### config.mk
export PLATFORM = sky130hd
export DESIGN_NAME = fp_accumulator
export DESIGN_NICKNAME = d
export VERILOG_FILES = /design/src/rtl/fp_acc_pkg.sv /design/src/rtl/fp_align_shift.sv /design/src/rtl/fp_accumulator.sv
export SDC_FILE = /design/constraint.sdc
export NUM_CORES = 1
export LEC_CHECK = 0
export ABC_AREA = 1
export BUFFER_PORTS_ARGS = -buffer_cell sky130_fd_sc_hd__buf_4
export CORE_AREA = 2 2 140 210
export DETAILED_ROUTE_END_ITERATION = 7
export DIE_AREA = 0 0 142 212
export PLACE_DENSITY = 0.61
export SLEW_MARGIN = 20
export SYNTH_ARGS = -nofsm -noshare
export SYNTH_HDL_FRONTEND = slang
export SYNTH_SLANG_ARGS = --single-unit
### constraint.sdc
create_clock -name clk -period 4.8 [get_ports clk]
set_clock_uncertainty 0.05 [all_clocks]
set_input_delay 0.24 -clock clk [delete_from_list [all_inputs] [get_ports clk]]
set_output_delay 0.24 -clock clk [all_outputs]
set_load 0.01 [all_outputs]
### src/rtl/fp_acc_pkg.sv
// Shared FSM state, IEEE-754 single field constants and the operand sanitiser.
// Exponent-255 handling of the sanitiser depends on FP_ACC_SPECIAL_EN.
package fp_acc_pkg;

    typedef enum logic [2:0] {IDLE, ALIGN, ADD, NORM, EMIT} state_t;

    localparam int EXP_W   = 8;
    localparam int MAN_W   = 23;
    localparam int BIAS    = 127;
    localparam int EXP_MAX = 2 * BIAS + 1;

    localparam logic [31:0] QNAN    = 32'h7FC0_0000;
    localparam logic [31:0] POS_INF = 32'h7F80_0000;
    localparam logic [31:0] MAX_FIN = 32'h7F7F_FFFF;

    // Denormals become signed zero; without special support, Inf/NaN become signed max finite.
    function automatic logic [31:0] sanitize(input logic [31:0] w);
        if (w[30:23] == 8'd0)
            return {w[31], 31'd0};
`ifndef FP_ACC_SPECIAL_EN
        if (w[30:23] == 8'hFF)
            return {w[31], MAX_FIN[30:0]};
`endif
        return w;
    endfunction

endpackage

### src/rtl/fp_align_shift.sv
// Barrel right shift of a 24-bit mantissa (hidden bit included) by an exponent difference.
// Latency: combinational, 0 cycles.
// Backpressure: none; pure function of its inputs.
module fp_align_shift
    import fp_acc_pkg::*;
(
    input  logic [MAN_W:0]   man,
    input  logic [EXP_W-1:0] amt,
    output logic [MAN_W:0]   res
);

    // Any shift of the full mantissa width or more leaves nothing.
    assign res = (amt >= 8'(MAN_W + 1)) ? '0 : (man >> amt);

endmodule

### src/rtl/fp_accumulator.sv
// Streaming single-precision accumulator; emits the sum and element count when in_last arrives.
// Latency: accept -> ALIGN -> ADD -> NORM (1+ cycles, one shift per cycle); truncating rounding.
// Backpressure: in_ready only in IDLE; EMIT holds out_data/out_count until out_ready. FP_ACC_SPECIAL_EN enables NaN/Inf.
module fp_accumulator
    import fp_acc_pkg::*;
#(
    parameter int CNT_W = 16
) (
    input  logic             clk,
    input  logic             rst_n,
    input  logic             in_valid,
    output logic             in_ready,
    input  logic [31:0]      in_data,
    input  logic             in_last,
    output logic             out_valid,
    input  logic             out_ready,
    output logic [31:0]      out_data,
    output logic [CNT_W-1:0] out_count
);

    state_t             state;
    logic [31:0]        acc;
    logic [CNT_W-1:0]   count;
    logic [31:0]        opd;
    logic               last_q;

    logic               b_sign;
    logic [EXP_W-1:0]   b_exp;
    logic [MAN_W:0]     b_man;
    logic [MAN_W:0]     s_man;
    logic               sub_q;
    logic               zsign;
    logic [EXP_W:0]     n_exp;
    logic [MAN_W:0]     n_man;

    // Alignment: the larger magnitude (operand on ties) becomes the base.
    logic               swap;
    logic [31:0]        big_w;
    logic [EXP_W-1:0]   sml_exp;
    logic [MAN_W-1:0]   sml_frac;
    logic [MAN_W:0]     big_m;
    logic [MAN_W:0]     sml_m;
    logic [MAN_W:0]     sml_sh;
    logic [EXP_W-1:0]   diff;

    assign swap     = opd[30:0] >= acc[30:0];
    assign big_w    = swap ? opd : acc;
    assign sml_exp  = swap ? acc[30:23] : opd[30:23];
    assign sml_frac = swap ? acc[22:0] : opd[22:0];
    assign big_m    = {big_w[30:23] != 8'd0, big_w[22:0]};
    assign sml_m    = {sml_exp != 8'd0, sml_frac};
    assign diff     = big_w[30:23] - sml_exp;

    fp_align_shift u_align (
        .man (sml_m),
        .amt (diff),
        .res (sml_sh)
    );

`ifdef FP_ACC_SPECIAL_EN
    logic        spc_vld;
    logic [31:0] spc_word;
    logic        a_nan, a_inf, i_nan, i_inf;
    logic        spc_vld_d;
    logic [31:0] spc_word_d;

    assign a_nan = (acc[30:23] == 8'hFF) && (acc[22:0] != 23'd0);
    assign a_inf = (acc[30:23] == 8'hFF) && (acc[22:0] == 23'd0);
    assign i_nan = (opd[30:23] == 8'hFF) && (opd[22:0] != 23'd0);
    assign i_inf = (opd[30:23] == 8'hFF) && (opd[22:0] == 23'd0);

    always_comb begin
        spc_vld_d  = 1'b1;
        spc_word_d = QNAN;
        if (a_nan || i_nan || (a_inf && i_inf && (acc[31] != opd[31])))
            spc_word_d = QNAN;
        else if (a_inf)
            spc_word_d = acc;
        else if (i_inf)
            spc_word_d = opd;
        else
            spc_vld_d = 1'b0;
    end
    localparam logic [30:0] OVF_MAG = POS_INF[30:0];
`else
    localparam logic [30:0] OVF_MAG = MAX_FIN[30:0];
`endif

    logic [MAN_W+1:0] sum;
    assign sum = sub_q ? ({1'b0, b_man} - {1'b0, s_man})
                       : ({1'b0, b_man} + {1'b0, s_man});

    logic        norm_done;
    logic [31:0] norm_res;

    always_comb begin
        norm_done = 1'b1;
        norm_res  = {b_sign, n_exp[EXP_W-1:0], n_man[MAN_W-1:0]};
        if (n_exp >= (EXP_W+1)'(EXP_MAX))
            norm_res = {b_sign, OVF_MAG};
        else if (n_man == '0)
            norm_res = {zsign, 31'd0};
        else if (n_man[MAN_W])
            norm_res = {b_sign, n_exp[EXP_W-1:0], n_man[MAN_W-1:0]};
        else if (n_exp <= (EXP_W+1)'(1))
            norm_res = 32'd0;
        else
            norm_done = 1'b0;
`ifdef FP_ACC_SPECIAL_EN
        if (spc_vld) begin
            norm_done = 1'b1;
            norm_res  = spc_word;
        end
`endif
    end

    always_ff @(posedge clk or negedge rst_n) begin
        if (!rst_n) begin
            state     <= IDLE;
            in_ready  <= 1'b0;
            out_valid <= 1'b0;
            acc       <= 32'd0;
            count     <= '0;
            opd       <= 32'd0;
            last_q    <= 1'b0;
            b_sign    <= 1'b0;
            b_exp     <= '0;
            b_man     <= '0;
            s_man     <= '0;
            sub_q     <= 1'b0;
            zsign     <= 1'b0;
            n_exp     <= '0;
            n_man     <= '0;
`ifdef FP_ACC_SPECIAL_EN
            spc_vld   <= 1'b0;
            spc_word  <= 32'd0;
`endif
        end else begin
            case (state)
                IDLE: begin
                    in_ready <= 1'b1;
                    if (in_valid && in_ready) begin
                        opd      <= sanitize(in_data);
                        last_q   <= in_last;
                        count    <= count + CNT_W'(1);
                        in_ready <= 1'b0;
                        state    <= ALIGN;
                    end
                end
                ALIGN: begin
                    b_sign <= big_w[31];
                    b_exp  <= big_w[30:23];
                    b_man  <= big_m;
                    s_man  <= sml_sh;
                    sub_q  <= opd[31] ^ acc[31];
                    // Signed zero survives only when zero is added to zero.
                    zsign  <= (acc[30:0] == 31'd0 && opd[30:0] == 31'd0) ? opd[31] : 1'b0;
`ifdef FP_ACC_SPECIAL_EN
                    spc_vld  <= spc_vld_d;
                    spc_word <= spc_word_d;
`endif
                    state  <= ADD;
                end
                ADD: begin
                    if (sum[MAN_W+1]) begin
                        n_man <= sum[MAN_W+1:1];
                        n_exp <= {1'b0, b_exp} + (EXP_W+1)'(1);
                    end else begin
                        n_man <= sum[MAN_W:0];
                        n_exp <= {1'b0, b_exp};
                    end
                    state <= NORM;
                end
                NORM: begin
                    if (norm_done) begin
                        acc <= norm_res;
                        if (last_q) begin
                            out_valid <= 1'b1;
                            state     <= EMIT;
                        end else begin
                            in_ready <= 1'b1;
                            state    <= IDLE;
                        end
                    end else begin
                        n_man <= n_man << 1;
                        n_exp <= n_exp - (EXP_W+1)'(1);
                    end
                end
                EMIT: begin
                    if (out_ready) begin
                        out_valid <= 1'b0;
                        acc       <= 32'd0;
                        count     <= '0;
                        in_ready  <= 1'b1;
                        state     <= IDLE;
                    end
                end
                default: state <= IDLE;
            endcase
        end
    end

    assign out_data  = acc;
    assign out_count = count;

endmodule

==> parameters.txt <==
Parameter                              Value

STA
  Fin Setup TNS ... 0 ns
  Final slew viol count ... 0
  Endpoints failing hold ... 0
  Final period util ... 94.4%
  Final setup vio count ... 0
  Relative slew slack ... 35.9%
  Maximum frequency from static timing analysis ... 221 MHz
  Setup repair after global routing missed its margin ... false
  Measured slew at the worst slew-check pin ... 0.961 ns
  Final hold slack ... 0.0114 ns
  Shortest clock period the worst path allows after layout ... 4.53 ns

CTS
  Max Root-Sink Buffers ... 2
  Clock-pin slew reported for the worst setup and hold paths after clock tree synthesis ... 0.07 ns
  Clock tree sinks ... 178
  Deepest level of the CTS H-tree ... 4
  Clk_lat worst skew ... 0.45 ns
  Number of buffers inserted during clock tree synthesis ... 17
  Clock tree from TritonCTS ... yes
  Clock Root Buffer ... sky130_fd_sc_hd__clkbuf_16

Global route
  Global router's overall resource usage ... 32.3%
  Wire length of the first global-routing pass ... 73300 um
  Via count of the first global-routing pass ... 13100
  Total grt overflow ... 0
  Largest net degree at the start of global routing ... 146
  Number of antenna violations at the first check in global routing ... 0

Worst setup path
  Delay of the slowest cell on the worst path ... 0.49 ns
  Library cell contributing the largest single delay on the critical path ... sky130_fd_sc_hd__dfrtp_1
  Crit path required time ... 5.13 ns
  Worst setup path category ... reg2reg
  Type of origin of the critical path ... flop
  Cell repeated most along the worst path ... sky130_fd_sc_hd__nand2_1
  Endpoint kind of the worst setup timing path ... flop
  Data arrival time at the worst-slack endpoint ... 4.86 ns
  Maximum net fanout on the critical path ... 24

Floorplan
  X dimension of the die ... 142 um
  Site Rows ... 76
  Area of the die ... 30100 um^2
  Initial Util ... 45.2%
  Area inside the core boundary ... 28400 um^2
  Die boundary height ... 212 um
  Ports placed on the boundary ... 87

Finish
  Area growth syn-to-layout ... 14.4%
  Most frequent standard cell in the layout excluding fill and tap cells ... sky130_fd_sc_hd__nand2_1
  # nets final ... 2030
  Final Instance Area ... 14700 um^2
  Register area ... 4450 um^2
  Fillers ... 2845
  Combined area of the multi-input logic cells ... 7310 um^2
  Diodes inserted ... 0
  Final std cells w/o fill ... 2291
  Most frequent cells in the layout ... 446 x sky130_fd_sc_hd__nand2_1, 192 x sky130_fd_sc_hd__inv_1, 178 x sky130_fd_sc_hd__dfrtp_1
  Fraction of final layout cells with drive strength greater than 1 ... 10.8%

Logic synthesis
  Post-synthesis adder-cell area fraction ... 6.20%
  Share of the synthesized netlist area taken by xor and xnor gates ... 3.62%
  Complex-gate fraction of the synthesized area ... 17.2%
  Multiplexer area fraction after synthesis ... 0%
  Netlist area before placement ... 12800 um^2
  Sequential element share of the synthesized area ... 34.7%
  Number of unique standard cell types used by synthesis ... 54
  #FFs+latches synth ... 178
  Syn Inst Count ... 1846
  Post-synthesis area per instance ... 6.96 um^2
  Simple-gate share of the synthesized area ... 29.5%
  Count of flip-flops with a built-in enable after synthesis ... 0
  Synth warn ... 0
  Share of synthesized flip-flops with an asynchronous set or reset ... 100%
  Most used DFF post-synth ... sky130_fd_sc_hd__dfrtp_1
  Combinational family with the most area after synthesis ... simple AND/OR/NAND/NOR gates
  Synthesized netlist net count ... 1946

Route
  Final ANT Viol Nets ... 0
  Initial DRC count ... 736
  TritonRoute pass-1 iters ... 5
  Average detailed-routed wire length per instance ... 20.7 um
  Average via count per standard cell ... 5.79
  Total number of vias ... 13300
  Post-Route WL ... 47300 um
  DRC violation count after routing ... 0

Placement
  Number of buffer cells added on primary ports ... 86
  Gp weighted congestion ... 0.959
  DP HPWL ... 37000 um
  Cell area reported after detailed placement ... 14000 um^2
  Number of placed cells counting well taps ... 2253

Worst hold path
  Worst hold-check path type ... in2reg

Job
  Max capacitance violation total ... 0

Outcome
  Status ... completed
-- cell usage after synthesis, drive strengths merged, types with 5 or more instances --
| cell | n | area [um^2] |
|---|---|---|
| nand4 | 36 | 225 |
| o211ai | 11 | 82.6 |
| a211oi | 5 | 37.5 |
| nor4 | 19 | 119 |
| xnor2 | 14 | 123 |
| o21ai | 170 | 851 |
| nand2 | 456 | 1740 |
| ha | 62 | 776 |
| a21oi | 116 | 592 |
| inv | 197 | 742 |
| nor2 | 140 | 538 |
| buf | 25 | 154 |
| o22ai | 67 | 419 |
| nor3 | 24 | 120 |
| a31oi | 7 | 43.8 |
| xor2 | 37 | 343 |
| nand3 | 180 | 941 |
| clkbuf | 59 | 221 |
| dfrtp | 178 | 4450 |
-- path summary, 6_finish.rpt --
check	from	cells past startpoint	to	slack, ns
worst max-delay path	out_data[6]	32	s_man[7]	0.27
worst min-delay path	in_data[26]	3	opd[26]	0.01
worst max register to register	out_data[6]	32	s_man[7]	0.27
worst min register to register	last_q	2	last_q	0.44
max in group asynchronous	rst_n	3	n_man[16]	3.35
min in group asynchronous	rst_n	2	opd[4]	0.23
-- sequential cells by signal, indices dropped and copies added (netlist names) --
| signal | count |
|---|---|
| b_exp | 8 |
| b_man | 24 |
| b_sign | 1 |
| in_ready | 1 |
| last_q | 1 |
| n_exp | 9 |
| n_man | 24 |
| opd | 32 |
| out_count | 16 |
| out_data | 32 |
| out_valid | 1 |
| s_man | 24 |
| state | 3 |
| sub_q | 1 |
| zsign | 1 |
-- cell type report --
type,instances,area share [%]
flip-flops and latches,178,30.3
clock buffers,21,3.06
well taps,351,2.99
inverters,201,5.18
multi-input cells,1383,49.7
repair buffers,149,7.87
clock inverters,8,0.877
-- worst max-delay path, delay by kind of cell, from the launching register on --
| kind | cells | cell delay, ns |
|---|---|---|
| fa+ha+maj | 2 | 0.52 |
| buf+inv | 3 | 0.49 |
| flops | 1 | 0.49 |
| simple gates | 27 | 2.90 |
-- kinds of logic (layout without fill, tap and decap cells) --
logic type      after synthesis  in the layout
fa+ha+maj                    63             63
buf+inv                     285            379
flops                       178            178
simple gates                870            870
compound gates              399            399
xor+xnor                     51             51
-- timing repair --
item / CTS / global route
buffers inserted: 0 / 0
setup endpoints to repair: 0 / 33
hold buffers: 9 / 0
resized for setup: 0 / 8
endpoints found under the hold margin: 41 / 0
-- per-stage QoR --
step,utilization (%),worst slack (ns)
floorplan,-,0.780
global placement,49.2,0.348
detailed placement,49.2,0.233
CTS,51.6,0.207
global route,51.7,0.0128
finish,51.7,0.270
-- layer usage --
| metal | wire [um] | global-route usage (%) | share of wire (%) |
|---|---|---|---|
| met1 | 17300 | 35.2 | 37 |
| met3 | 1800 | 3.69 | 3.8 |
| met4 | 4010 | 23.9 | 8.5 |
| met2 | 24200 | 57.4 | 51 |
| met5 | 0 | 0 | 0 |
Power is left out: the tool's default activity adds up to more than one toggle a clock period on the data nets, which glitch-free logic cannot reach.
